## config.mk

```make
export PLATFORM = sky130hd
export DESIGN_NAME = issue_scoreboard
export DESIGN_NICKNAME = d
export VERILOG_FILES = /design/src/rtl/issue_scoreboard.sv
export SDC_FILE = /design/constraint.sdc
export NUM_CORES = 1
export LEC_CHECK = 0
export ABC_AREA = 1
export CAP_MARGIN = 40
export CORE_MARGIN = 8
export CORE_UTILIZATION = 35
export DETAILED_ROUTE_END_ITERATION = 8
export GPL_ROUTABILITY_DRIVEN = 0
export PLACE_DENSITY = 0.56
export SLEW_MARGIN = 10
export SYNTH_ARGS = -nofsm -noshare
export SYNTH_HDL_FRONTEND = slang
export SYNTH_SLANG_ARGS = --single-unit
export TNS_END_PERCENT = 30
```

## constraint.sdc

```tcl
create_clock -name clk -period 3 [get_ports clk]
set_clock_uncertainty 0.05 [all_clocks]
set_input_delay 0.6 -clock clk [delete_from_list [all_inputs] [get_ports clk]]
set_output_delay 0.6 -clock clk [all_outputs]
set_load 0.05 [all_outputs]
```

## src/rtl/issue_scoreboard.sv

```systemverilog
// issue_scoreboard: holds decoded instructions until GPR/CSR operands are no longer pending; serializes ecall/mret and squashes after redirect
module issue_scoreboard #(
  parameter int CNT_W     = 2,
  parameter int FLUSH_CYC = 2,
  parameter int PERF_W    = 32
) (
  input  logic              clk,
  input  logic              rst_n,
  input  logic              id_valid,
  output logic              id_ready,
  input  logic [4:0]        id_rs1,
  input  logic [4:0]        id_rs2,
  input  logic              id_use_rs1,
  input  logic              id_use_rs2,
  input  logic [4:0]        id_rd,
  input  logic              id_R_wen,
  input  logic              id_csr_use,
  input  logic [3:0]        id_csr_wen,
  input  logic              id_serial,
  input  logic              ex_ready,
  output logic              ex_valid,
  input  logic              wb_valid,
  input  logic [4:0]        wb_rd,
  input  logic              wb_R_wen,
  input  logic [3:0]        wb_csr_wen,
  input  logic              redirect,
  output logic              flush,
  output logic [PERF_W-1:0] stall_cnt,
  output logic              sb_err
);
  typedef enum logic [1:0] {RUN, DRAIN, FLUSH} state_t;
  state_t state, state_nx;
  logic [3:0] fcnt, fcnt_nx;
  logic [31:0][CNT_W-1:0] pend, pend_nx;
  logic [2:0] csr_pend, csr_nx;
  logic [31:0] inc_v, dec_v;
  logic issue, hazard, any_pend, nx_zero, err_nx, csr_inc, csr_dec;
  assign issue    = id_valid & id_ready;
  assign ex_valid = issue;
  assign flush    = state == FLUSH;
  assign inc_v    = {32{issue & id_R_wen}} & (32'd1 << id_rd) & ~32'd1;
  assign dec_v    = {32{wb_valid & wb_R_wen}} & (32'd1 << wb_rd) & ~32'd1;
  assign csr_inc  = issue & |id_csr_wen;
  assign csr_dec  = wb_valid & |wb_csr_wen;
  // Hazards use the pre-edge counters: a retiring producer frees its consumer next cycle
  assign hazard = (id_use_rs1 && id_rs1 != 5'd0 && pend[id_rs1] != '0)
                | (id_use_rs2 && id_rs2 != 5'd0 && pend[id_rs2] != '0)
                | (id_csr_use && csr_pend != 3'd0)
                | (id_R_wen && id_rd != 5'd0 && pend[id_rd] == '1)
                | (csr_pend == 3'd7 && id_csr_wen != 4'd0);
  assign id_ready = rst_n && state == RUN && !redirect && ex_ready && !hazard
                  && !(id_serial && any_pend);
  always_comb begin
    pend_nx  = pend;
    err_nx   = sb_err;
    any_pend = csr_pend != 3'd0;
    nx_zero  = 1'b1;
    for (int i = 1; i < 32; i++) begin
      if (inc_v[i] && !dec_v[i]) pend_nx[i] = pend[i] + CNT_W'(1);
      else if (dec_v[i] && !inc_v[i]) begin
        if (pend[i] == '0) err_nx = 1'b1;
        else pend_nx[i] = pend[i] - CNT_W'(1);
      end
      any_pend = any_pend | (pend[i] != '0);
      nx_zero  = nx_zero & (pend_nx[i] == '0);
    end
    pend_nx[0] = '0;
    csr_nx = csr_pend;
    if (csr_inc && !csr_dec) csr_nx = csr_pend + 3'd1;
    else if (csr_dec && !csr_inc) begin
      if (csr_pend == 3'd0) err_nx = 1'b1;
      else csr_nx = csr_pend - 3'd1;
    end
    nx_zero = nx_zero & (csr_nx == 3'd0);
  end
  // DRAIN leaves as soon as the post-edge counters are empty so the serial op issues the cycle after the last retire
  always_comb begin
    state_nx = state;
    fcnt_nx  = fcnt;
    if (redirect) begin
      state_nx = FLUSH;
      fcnt_nx  = 4'(FLUSH_CYC - 1);
    end else if (state == RUN && id_valid && id_serial && any_pend) state_nx = DRAIN;
    else if (state == DRAIN && nx_zero) state_nx = RUN;
    else if (state == FLUSH) begin
      state_nx = fcnt == 4'd0 ? RUN : FLUSH;
      fcnt_nx  = fcnt == 4'd0 ? fcnt : fcnt - 4'd1;
    end
  end
  always_ff @(posedge clk or negedge rst_n) begin
    if (!rst_n) begin
      state     <= RUN;
      fcnt      <= '0;
      pend      <= '0;
      csr_pend  <= '0;
      sb_err    <= 1'b0;
      stall_cnt <= '0;
    end else begin
      state    <= state_nx;
      fcnt     <= fcnt_nx;
      pend     <= pend_nx;
      csr_pend <= csr_nx;
      sb_err   <= err_nx;
      if (id_valid && !id_ready) stall_cnt <= stall_cnt + PERF_W'(1);
    end
  end
endmodule
```

== Yosys cells after proc, flatten, opt, wreduce, memory -nomap -nowiden ==
Index checks and enable logic that the tools add are counted.
Word-level totals
  register bits: 104
Cells by class
  $add $sub $neg: 66
  magnitude comparators: 3
  equality and inequality tests: 7
  shifts and indexed selects: 2
  mux-type cells: 208
  bitwise gates (word level): 73
  reductions and logical operators: 260
Operators by type and width (number)
  2-bit 2-to-1 mux: 101
  2-bit zero test: 63
  1-bit 2-to-1 mux: 96
  1-bit logical AND: 83
  1-bit zero test: 68
  2-bit nonzero test: 34
  32-bit bitwise AND: 2
  1-bit by 5-bit left shift with 32-bit output (first input constant): 2
  2-bit by 1-bit adder with 2-bit output (second input constant): 31
  2-bit by 1-bit subtractor with 2-bit output (second input constant): 31
  1-bit bitwise AND: 36
  1-bit OR: 35
  32-bit by 1-bit adder with 32-bit output (second input constant): 1
  2-bit binary-select mux with 5-bit select: 3
  4-bit 2-to-1 mux: 5
  5-bit by 6-bit < comparator with 1-bit output (second input constant): 3
  5-bit nonzero test: 3
  3-bit 2-to-1 mux: 3
  4-bit nonzero test: 2
  4-bit OR reduction: 2
  3-bit zero test: 2
  2-bit inequality test (second input constant): 3
  2-bit equality test (second input constant): 2
  4-bit zero test: 1
  other kinds (7): 7

== Depth between registers and ports, before layout ==
  depth after elaboration: 135
  gate-level depth with buffers: 32
  mapped depth without buffers: 30

== Least setup slack after synthesis ==
Ideal clock, no wire load.
  path kind: reg2reg
  start point: register csr_pend[0]
  end point: register state[1]
  arrival time: 3234 ps
  data required time: 2827 ps
  setup slack: -406 ps
  stages on the path, launching flop included: 27
  clock period less this slack: 3406 ps
  cells stage by stage: dfrtp_1 -> inv_1 -> ha_1 -> ha_1 -> nand4_1 -> nor2_1 -> nor3b_1 -> a21boi_0 -> nor2_1 -> nand2_2 -> nor3_2 -> buf_2 -> nand3_1 -> nand2_1 -> nand2_1 -> nand3_1 -> nand2_1 -> nor2_1 -> nand2_1 -> nor2_1 -> nand3_1 -> nor2_1 -> nand2_1 -> nand3_1 -> nand2_2 -> nand2_2 -> o21ai_1
RTL lines
  start: declaration: RTL line 35  | logic [2:0] csr_pend, csr_nx;
  start signal: assignment: RTL line 102  | csr_pend <= csr_nx;
  end signal: assignment: RTL line 99  | state <= state_nx;
  end: declaration: RTL line 32  | state_t state, state_nx;

==> reports/metrics.cfg <==
[logic_synthesis]
synthFlopType=dfrtp_1
syn_area_per_cell_um2=6.49
synth_cell_types=41
mappedNetlistNets=1658
syn_inst=1517
synth_edf_count=0
synth_largest_area_cell=dfrtp_1
synth_top_cells_by_area=dfrtp_1 26%, nand2_1 14%, ha_1 13%
syn_area_um2=9840
synth-async-reset-ratio=1.00
synth_seq_area_share=0.264
yosysWarningCount=0
yosys.area.top_type_share=0.264
ys_ff_latch=104

[worst_setup_path]
worst-endpoint-required_ps=3220
slowest_delay_ps=390
crit_top_cell=nand2_1
arrival_ps=4110
cp-start-kind=flip-flop
critPathSlowestCell=dfrtp_1
end_kind=flip-flop
worst-path-max-fanout=6
worstSetupPathType=flip-flop to flip-flop

[timing]
drv_slew=0
min_period_ps=3900
final-hold-violation-count=0
post-route-period-util=1.30
worst_pin_slew_ps=722
setup_viol_count_final=53
whs_ps=225
layout_setup_ws_ps=-895
relSlewSlack=0.519
rsz0062_at_grt=true
fmax_mhz=257

[final_layout]
num-fill-cells=2695
final_cell_mix=414 x buf_4, 335 x nand2_1, 222 x nand3_1
syn_to_final_growth_pct=58.1
final_area_um2=15600
drive_above_1_share=0.321
layout_commonest_cell=buf_4
final_nets=2169
diodes=0

[placed_design]
hpwl_um=34500
port_buffers=75
dpl_cell_area_um2=14200

[die]
num_rows=61
die_w_um=184
die_h_um=184
dieArea_um2=33700
initial_utilization=0.355
core_area_um2=27700
ios=76

[clock_network]
cts_made_buffers=9
insertion_delay_ps=380
clkSinkCount=104
htreeDepth=3
clockRootBuffer=clkbuf_16
clk_path_buf_depth=2
cts.clk_slew.worst_paths_ps=90
cts_tree=yes

[grt]
track_usage=0.252
grt_pass1_vias=12100
antenna_found_initial=0
overflow=0
grt_start_max_net_pins=47
grt_pass1_wl_um=66000

[detailed_routing]
drt-vias-per-instance=5.10
ant_nets=0
drt_wl_total_um=42900
first_iter_violations=1391
drtPass1Iterations=6
vias=12300
drc_errors=0
wl_per_cell_um=17.8

[min_path]
hold_class=primary input to async pin

[pwr]
peakVddDrop_v=0.000777
power_density_nw_per_um2=344
p_leak_uw=0.00792

[status]
status=finished with violations
violations=negative setup slack

[run]
maxCapViolCount=0

-- synth_stat cells, types with 2 or more instances --
| library cell | count |
|---|---|
| nand2_1 | 370 |
| nand3_1 | 249 |
| inv_1 | 223 |
| nor2_1 | 180 |
| dfrtp_1 | 104 |
| ha_1 | 101 |
| nand4_1 | 69 |
| o21ai_0 | 39 |
| a21oi_1 | 24 |
| nor3_1 | 22 |
| nand3b_1 | 21 |
| xnor2_1 | 15 |
| xor2_1 | 14 |
| buf_2 | 11 |
| clkbuf_1 | 9 |
| nand2_2 | 9 |
| inv_2 | 8 |
| or2_2 | 5 |
| buf_6 | 4 |
| nor2_2 | 4 |
| buf_1 | 3 |
| buf_4 | 3 |
| clkinv_1 | 3 |
| nor4_1 | 3 |
| a32o_1 | 2 |
| nor2_4 | 2 |
| nor3_2 | 2 |
| nor3b_1 | 2 |
| o21ai_1 | 2 |
| o22ai_1 | 2 |
| o41ai_1 | 2 |
-- cell families after synthesis --
kind of cell / after synthesis / share of synthesized area
XOR/XNOR: 29 / 0.0258
flip-flops: 104 / 0.264
AND/OR/NAND/NOR: 942 / 0.432
buffers and inverters: 264 / 0.106
adder cells (fa/ha/maj): 101 / 0.128
AO/OA/AOI/OAI: 77 / 0.0431
-- worst paths after layout --
path | startpoint | endpoint | slack, ps | cells past startpoint
max | pend[12] | fcnt[2] | -900 | 28
min | rst_n | pend[45] | 230 | 2
max in group asynchronous | rst_n | stall_cnt[11] | 1640 | 3
max reg2reg | pend[12] | fcnt[2] | -900 | 28
min in group clk | stall_cnt[31] | stall_cnt[31] | 430 | 1
min reg2reg | stall_cnt[31] | stall_cnt[31] | 430 | 1
-- worst max-delay path: cells and delay by family (launching register included) --
| family | cells | cell delay, ps |
|---|---|---|
| DFF | 1 | 390 |
| and+or+nand+nor | 21 | 2260 |
| buffers and inverters | 5 | 700 |
| adders and majority gates | 1 | 250 |
| AOI/OAI and AO/OA | 1 | 110 |
-- where the power goes --
part	switching (uW)	internal, uW
Combinational	1300	1020
Clock	715	612
Sequential	143	1560
-- sequential cells by signal, summed over array words and instances, names as in the netlist --
register / count
sb_err: 1
pend: 62
stall_cnt: 32
fcnt: 4
state: 2
csr_pend: 3
-- timing repair --
action / CTS / global route
endpoints found under the setup margin: 101 / 66
setup buffers: 33 / 18
pin swaps: 48 / 44
cloned: 1 / 0
hold endpoints to repair: 0 / 0
hold buffers: 0 / 0
gates resized for setup: 111 / 99
-- metal layers --
layer,global-route usage,part of all wire,vias up
li1,-,-,5931
met1,0.325,0.43,5720
met2,0.396,0.44,524
met3,0.0551,0.086,120
met4,0.117,0.049,0
met5,0,0,-
-- stage by stage --
| step | util | std cells | power (uW) | worst slack [ps] | setup TNS, ps |
|---|---|---|---|---|---|
| 2_1_floorplan | - | 1517 | 2780 | -245 | -1210 |
| 3_3_place_gp | 0.512 | 2347 | 3820 | -1790 | -69140 |
| 3_5_place_dp | 0.512 | 2347 | 3840 | -1810 | -70200 |
| 4_1_cts | 0.544 | 2395 | 5250 | -772 | -6800 |
| 5_1_grt | 0.562 | 2411 | 5650 | -1050 | -19050 |
| 6_report | 0.562 | 2411 | 5350 | -895 | -13140 |
-- cell type report --
type                       instances  area [um2]  share of cell area
inverter                         234         900              0.0578
clock buffer                       9         225              0.0145
multi-input combinational       1149        6820               0.438
timing repair buffer             530        4450               0.286
sequential                       104        2600               0.167
tap                              378         473              0.0304
clock inverter                     7        86.3             0.00555
No activity file was read; power rests on OpenSTA's default activity.
